## src/rtl/ix_cfg_pkg.sv

```systemverilog
// rtl/ix_cfg_pkg.sv - shared types and constants for the switch-box configuration loader
package ix_cfg_pkg;

  typedef enum logic [1:0] {
    IDLE   = 2'd0,
    SHIFT  = 2'd1,
    COMMIT = 2'd2
  } cfg_state_t;

  localparam logic CFG_SW_OPEN = 1'b0;

endpackage

```

## src/rtl/switch_cfg_loader_if.sv

```systemverilog
// rtl/switch_cfg_loader_if.sv - serial config stream, status and switch-enable bus bundle
interface switch_cfg_loader_if #(
  parameter int NUM_SWITCHES = 24
);

  logic                    cfg_start;
  logic                    cfg_valid;
  logic                    cfg_bit;
  logic                    cfg_ready;
  logic                    cfg_out;
  logic                    cfg_done;
  logic                    cfg_busy;
  logic [NUM_SWITCHES-1:0] sw_en;

  modport master (
    output cfg_start, cfg_valid, cfg_bit,
    input  cfg_ready, cfg_out, cfg_done, cfg_busy, sw_en
  );

  modport slave (
    input  cfg_start, cfg_valid, cfg_bit,
    output cfg_ready, cfg_out, cfg_done, cfg_busy, sw_en
  );

endinterface

```

## src/rtl/cfg_shift_reg.sv

```systemverilog
// rtl/cfg_shift_reg.sv - N-bit shadow shift register, MSB-first fill, parallel output
module cfg_shift_reg #(
  parameter int N = 24
) (
  input  logic         clk,
  input  logic         rst_n,
  input  logic         shift_en,
  input  logic         bit_in,
  output logic [N-1:0] shadow
);

  always_ff @(posedge clk) begin
    if (!rst_n) begin
      shadow <= '0;
    end else if (shift_en) begin
      shadow <= {shadow[N-2:0], bit_in};
    end
  end

endmodule

```

## src/rtl/switch_cfg_loader.sv

```systemverilog
// rtl/switch_cfg_loader.sv - loads a serial bitstream and atomically commits it to tranif1 enables
module switch_cfg_loader
  import ix_cfg_pkg::*;
#(
  parameter int NUM_SWITCHES = 24
) (
  input  logic               clk,
  input  logic               rst_n,
  switch_cfg_loader_if.slave cfg
);

  localparam int CNT_W = $clog2(NUM_SWITCHES);
  localparam logic [CNT_W-1:0] LAST_IDX = CNT_W'(NUM_SWITCHES - 1);

  cfg_state_t              state;
  logic [CNT_W-1:0]        count;
  logic [NUM_SWITCHES-1:0] shadow;
  logic [NUM_SWITCHES-1:0] sw_en_q;
  logic                    done_q;
  logic                    ready;
  logic                    accept;

  assign ready  = (state == SHIFT);
  // A start in SHIFT restarts the load, so the same-cycle bit must not shift in.
  assign accept = cfg.cfg_valid & ready & ~cfg.cfg_start;

  cfg_shift_reg #(
    .N(NUM_SWITCHES)
  ) u_shadow (
    .clk     (clk),
    .rst_n   (rst_n),
    .shift_en(accept),
    .bit_in  (cfg.cfg_bit),
    .shadow  (shadow)
  );

  always_ff @(posedge clk) begin
    if (!rst_n) begin
      state   <= IDLE;
      count   <= '0;
      sw_en_q <= {NUM_SWITCHES{CFG_SW_OPEN}};
      done_q  <= 1'b0;
    end else begin
      done_q <= 1'b0;
      case (state)
        IDLE: begin
          if (cfg.cfg_start) begin
            state <= SHIFT;
            count <= '0;
          end
        end
        SHIFT: begin
          if (cfg.cfg_start) begin
            count <= '0;
          end else if (accept) begin
            if (count == LAST_IDX) begin
              state <= COMMIT;
              count <= '0;
            end else begin
              count <= count + CNT_W'(1);
            end
          end
        end
        COMMIT: begin
          sw_en_q <= shadow;
          done_q  <= 1'b1;
          state   <= IDLE;
        end
        default: begin
          state <= IDLE;
          count <= '0;
        end
      endcase
    end
  end

  assign cfg.cfg_ready = ready;
  assign cfg.cfg_busy  = (state != IDLE);
  assign cfg.cfg_out   = shadow[NUM_SWITCHES-1];
  assign cfg.cfg_done  = done_q;
  assign cfg.sw_en     = sw_en_q;

endmodule
```

## src/flat_wrapper.sv

```systemverilog
// flat-port wrapper written by rule: the top's interface ports become plain ports
module switch_cfg_loader_flat import ix_cfg_pkg::*;
#(
  parameter int NUM_SWITCHES = 24
)
  (clk, rst_n, cfg_cfg_start, cfg_cfg_valid, cfg_cfg_bit, cfg_cfg_ready, cfg_cfg_out, cfg_cfg_done, cfg_cfg_busy, cfg_sw_en);
  switch_cfg_loader_if #(.NUM_SWITCHES(NUM_SWITCHES)) cfg_i ();
  input  logic clk;
  input  logic rst_n;
  input wire logic [$bits(cfg_i.cfg_start)-1:0] cfg_cfg_start;
  input wire logic [$bits(cfg_i.cfg_valid)-1:0] cfg_cfg_valid;
  input wire logic [$bits(cfg_i.cfg_bit)-1:0] cfg_cfg_bit;
  output wire logic [$bits(cfg_i.cfg_ready)-1:0] cfg_cfg_ready;
  output wire logic [$bits(cfg_i.cfg_out)-1:0] cfg_cfg_out;
  output wire logic [$bits(cfg_i.cfg_done)-1:0] cfg_cfg_done;
  output wire logic [$bits(cfg_i.cfg_busy)-1:0] cfg_cfg_busy;
  output wire logic [$bits(cfg_i.sw_en)-1:0] cfg_sw_en;
  assign cfg_i.cfg_start = cfg_cfg_start;
  assign cfg_i.cfg_valid = cfg_cfg_valid;
  assign cfg_i.cfg_bit = cfg_cfg_bit;
  assign cfg_cfg_ready = cfg_i.cfg_ready;
  assign cfg_cfg_out = cfg_i.cfg_out;
  assign cfg_cfg_done = cfg_i.cfg_done;
  assign cfg_cfg_busy = cfg_i.cfg_busy;
  assign cfg_sw_en = cfg_i.sw_en;
  switch_cfg_loader #(.NUM_SWITCHES(NUM_SWITCHES)) u_core (.clk(clk), .rst_n(rst_n), .cfg(cfg_i));
endmodule
```

## config.mk

```make
export PLATFORM = sky130hd
export DESIGN_NAME = switch_cfg_loader_flat
export DESIGN_NICKNAME = d
export VERILOG_FILES = /design/src/rtl/ix_cfg_pkg.sv /design/src/rtl/switch_cfg_loader_if.sv /design/src/rtl/cfg_shift_reg.sv /design/src/rtl/switch_cfg_loader.sv /design/src/flat_wrapper.sv
export SDC_FILE = /design/constraint.sdc
export NUM_CORES = 1
export LEC_CHECK = 0
export BUFFER_PORTS_ARGS = -buffer_cell sky130_fd_sc_hd__buf_2
export CAP_MARGIN = 0
export CORE_MARGIN = 2
export CORE_UTILIZATION = 45
export DETAILED_ROUTE_END_ITERATION = 16
export GPL_ROUTABILITY_DRIVEN = 0
export PLACE_DENSITY = 0.76
export SYNTH_ARGS = -nofsm -noshare
export SYNTH_HDL_FRONTEND = slang
export SYNTH_SLANG_ARGS = --single-unit
export TNS_END_PERCENT = 30
```

## constraint.sdc

```tcl
create_clock -name clk -period 1.45 [get_ports clk]
set_clock_uncertainty 0.05 [all_clocks]
set_input_delay 0.145 -clock clk [delete_from_list [all_inputs] [get_ports clk]]
set_output_delay 0.145 -clock clk [all_outputs]
set_load 0.01 [all_outputs]
```

==> impl_metrics.ini <==
[global_routing]
track_usage = 0.157
grt_pass1_wl_mm = 6.90
top_usage_layer = met2
grt_pass1_vias = 1572
use_met1 = 0.216
gr-usage-met3 = 0.0325
grt_use_met2 = 0.254
antenna_found_initial = 0
grt_max_degree = 32
grt_overflow = 0

[yosys]
syn_nets = 268
synth_cells = 262
syn_avg_cell_area_um2 = 8.51
synth_area_um2 = 2230
yosysWarnings = 0
yosysSeqAreaShare = 0.503
synth.distinct_cells = 31
ys_ff_latch = 56

[worst_setup_path]
slowest_delay_ns = 0.49
worstPathArrival_ns = 1.60
path_cells = ha_4 -> nand4b_1 -> or4b_4 -> o32ai_2
cp-start-kind = flip-flop
path_buf_inv = 0
path_max_fanout = 3
path_class = reg -> reg
worstPathRequired_ns = 1.62
critPathSlowestCell = or4b_4
end_kind = flip-flop
critPathTopFamily = simple AND/OR/NAND/NOR gates

[place]
port_buffers = 32
placed_area_um2 = 2520
pre_cts_slack_ns = -0.0347
dp.cells = 357
dp_hpwl_mm = 2.84

[final_layout]
syn2layout_area_growth_pct = 19.3
multi_input_area_um2 = 1020
instances_no_fill = 368
drive_gt1_frac = 0.226
final_cell_mix = nand2_1, dfxtp_1, a21boi_0
design_area_um2 = 2660
fin_util = 0.559
fin_nets = 306
final_common_cell = nand2_1
regArea_um2 = 1130
fill_cells = 461
num_antenna_cells = 0

[clock_network]
root_buffer = clkbuf_8
clockBufferDepth = 2
cts_hold_buf = 0
cts_tree = done
cts.sinks = 56
cts_buffers = 5
htree_num_levels = 2
path_clk_slew_ns = 0.09
clock_latency_ns = 0.30

[floorplanning]
pin_count = 33
dieArea_um2 = 5530
die_y_um = 74.4
initial_utilization = 0.469
core_um2 = 4750
die_w_um = 74.4
row_count = 25

[sta]
setup_viol_count_final = 0
worst_slew_pin_slew_ns = 0.276
rsz0062_at_grt = yes
hold_viol = 0
fmax_ghz = 0.699
maxSlewHeadroom = 0.816
whs_ns = 0.0432
layout_min_cycle_time_ns = 1.43
period_share = 0.986
drv_slew = 0
fin_ws_ns = 0.0202

[power_and_ir_drop]
p_leak_uw = 0.00100
p_int_uw = 1980
p_seq_frac = 0.612
vdd_ir_drop_max_mv = 0.540
switchingPower_uw = 540
pwr-share-clk = 0.341
comb_power_share = 0.047
switching_share = 0.214
power_density_nw_per_um2 = 950

[hold_path]
hold_path_class = in -> reg

[routing]
dr.pass1.iters = 4
drc = 0
num_vias = 1757
drtAntennaViolNets = 0
vias_per_cell = 4.77
routed_wirelength_mm = 4.13
wl_per_cell_um = 11.2
drt_iter0_markers = 155

[run]
maxCapViolations = 0

[run_status]
status = finished clean
-- sequential cells by signal, summed over array words and instances, names as in the netlist --
| register | cells |
|---|---|
| u_core.cfg.cfg_done | 1 |
| u_core.cfg.sw_en | 24 |
| u_core.count | 5 |
| u_core.state | 2 |
| u_core.u_shadow.shadow | 24 |
-- power groups by stage --
stage / sequential, uW / clock [uW] / combinational [uW]
detailed placement: 1580 / 0 / 112
floorplan: 1580 / 0 / 71.8
global placement: 1580 / 0 / 112
CTS: 1540 / 890 / 116
global route: 1550 / 932 / 128
finish: 1540 / 862 / 117
-- per-layer routing --
| metal | wire, um | up-vias |
|---|---|---|
| li1 | - | 932 |
| met4 | 23 | 0 |
| met5 | 0 | - |
| met3 | 130 | 2 |
| met1 | 2020 | 792 |
| met2 | 1960 | 31 |
-- what timing repair did --
item                                    in CTS  in global routing
pin swaps                                    1                  0
buffers inserted                             3                  0
endpoints found under the setup margin       3                  4
endpoints found under the hold margin        0                  0
resized for setup                            5                  4
-- layout make-up --
cell class	instances	area share
clock buffers	7	0.0325
clock inverters	1	0.00282
inverters	5	0.00706
multi-input cells	182	0.384
flip-flops and latches	56	0.424
well taps	67	0.0315
repair buffers	50	0.118
-- final timing paths --
kind                             from                         to  slack (ns)  cells past startpoint
setup / recovery      u_core.count[1]            u_core.count[3]        0.02                      4
hold / removal            cfg_cfg_bit  u_core.u_shadow.shadow[0]        0.04                      3
setup reg to reg      u_core.count[1]            u_core.count[3]        0.02                      4
hold reg to reg   u_core.cfg.sw_en[7]        u_core.cfg.sw_en[7]        0.40                      2
-- tightest hold or removal path: cells and delay by family --
| kind | cells | cell delay [ns] |
|---|---|---|
| AOI/OAI and AO/OA | 1 | 0.07 |
| buffers and inverters | 1 | 0.10 |
| and+or+nand+nor | 1 | 0.04 |
-- logic make-up (layout without fill, tap and decap cells) --
kind of cell               after synthesis  after routing  synth area share
and+or+nand+nor                        122            122             0.244
AOI/OAI and AO/OA                       59             59             0.199
DFF                                     56             56             0.503
buffers and inverters                   24             63            0.0488
adders and majority gates                1              1           0.00561
-- metrics by stage --
| stage | total power, uW | setup TNS (ns) |
|---|---|---|
| after floorplan | 1650 | 0 |
| after global placement | 1690 | 0 |
| after detailed placement | 1690 | -0.0347 |
| after CTS | 2550 | 0 |
| after global routing | 2610 | -0.0499 |
| final | 2520 | 0 |
-- cell usage after synthesis --
library cell | count | area (um2)
nand4_1 | 1 | 6.26
a21boi_0 | 36 | 270
buf_2 | 9 | 45.0
nand2b_1 | 5 | 31.3
and4bb_2 | 1 | 12.5
and2b_1 | 1 | 7.51
and2_1 | 1 | 6.26
nor3b_1 | 1 | 7.51
ha_1 | 1 | 12.5
a21oi_1 | 1 | 5.00
nand3_1 | 3 | 15.0
or4b_1 | 1 | 10.0
dfxtp_1 | 56 | 1120
o21ai_0 | 3 | 15.0
a22oi_1 | 2 | 15.0
and4b_1 | 1 | 10.0
or2b_1 | 1 | 7.51
o2111ai_1 | 1 | 8.76
a31oi_1 | 1 | 6.26
o21ai_2 | 1 | 8.76
inv_1 | 5 | 18.8
nand4b_1 | 2 | 17.5
or2_2 | 1 | 6.26
nand4bb_1 | 1 | 11.3
clkbuf_1 | 9 | 33.8
buf_6 | 1 | 11.3
o32ai_2 | 1 | 16.3
a21boi_1 | 13 | 97.6
nor3_1 | 1 | 5.00
or4b_4 | 1 | 13.8
nand2_1 | 100 | 375
Note: power is estimated with default switching activity, not from simulation.
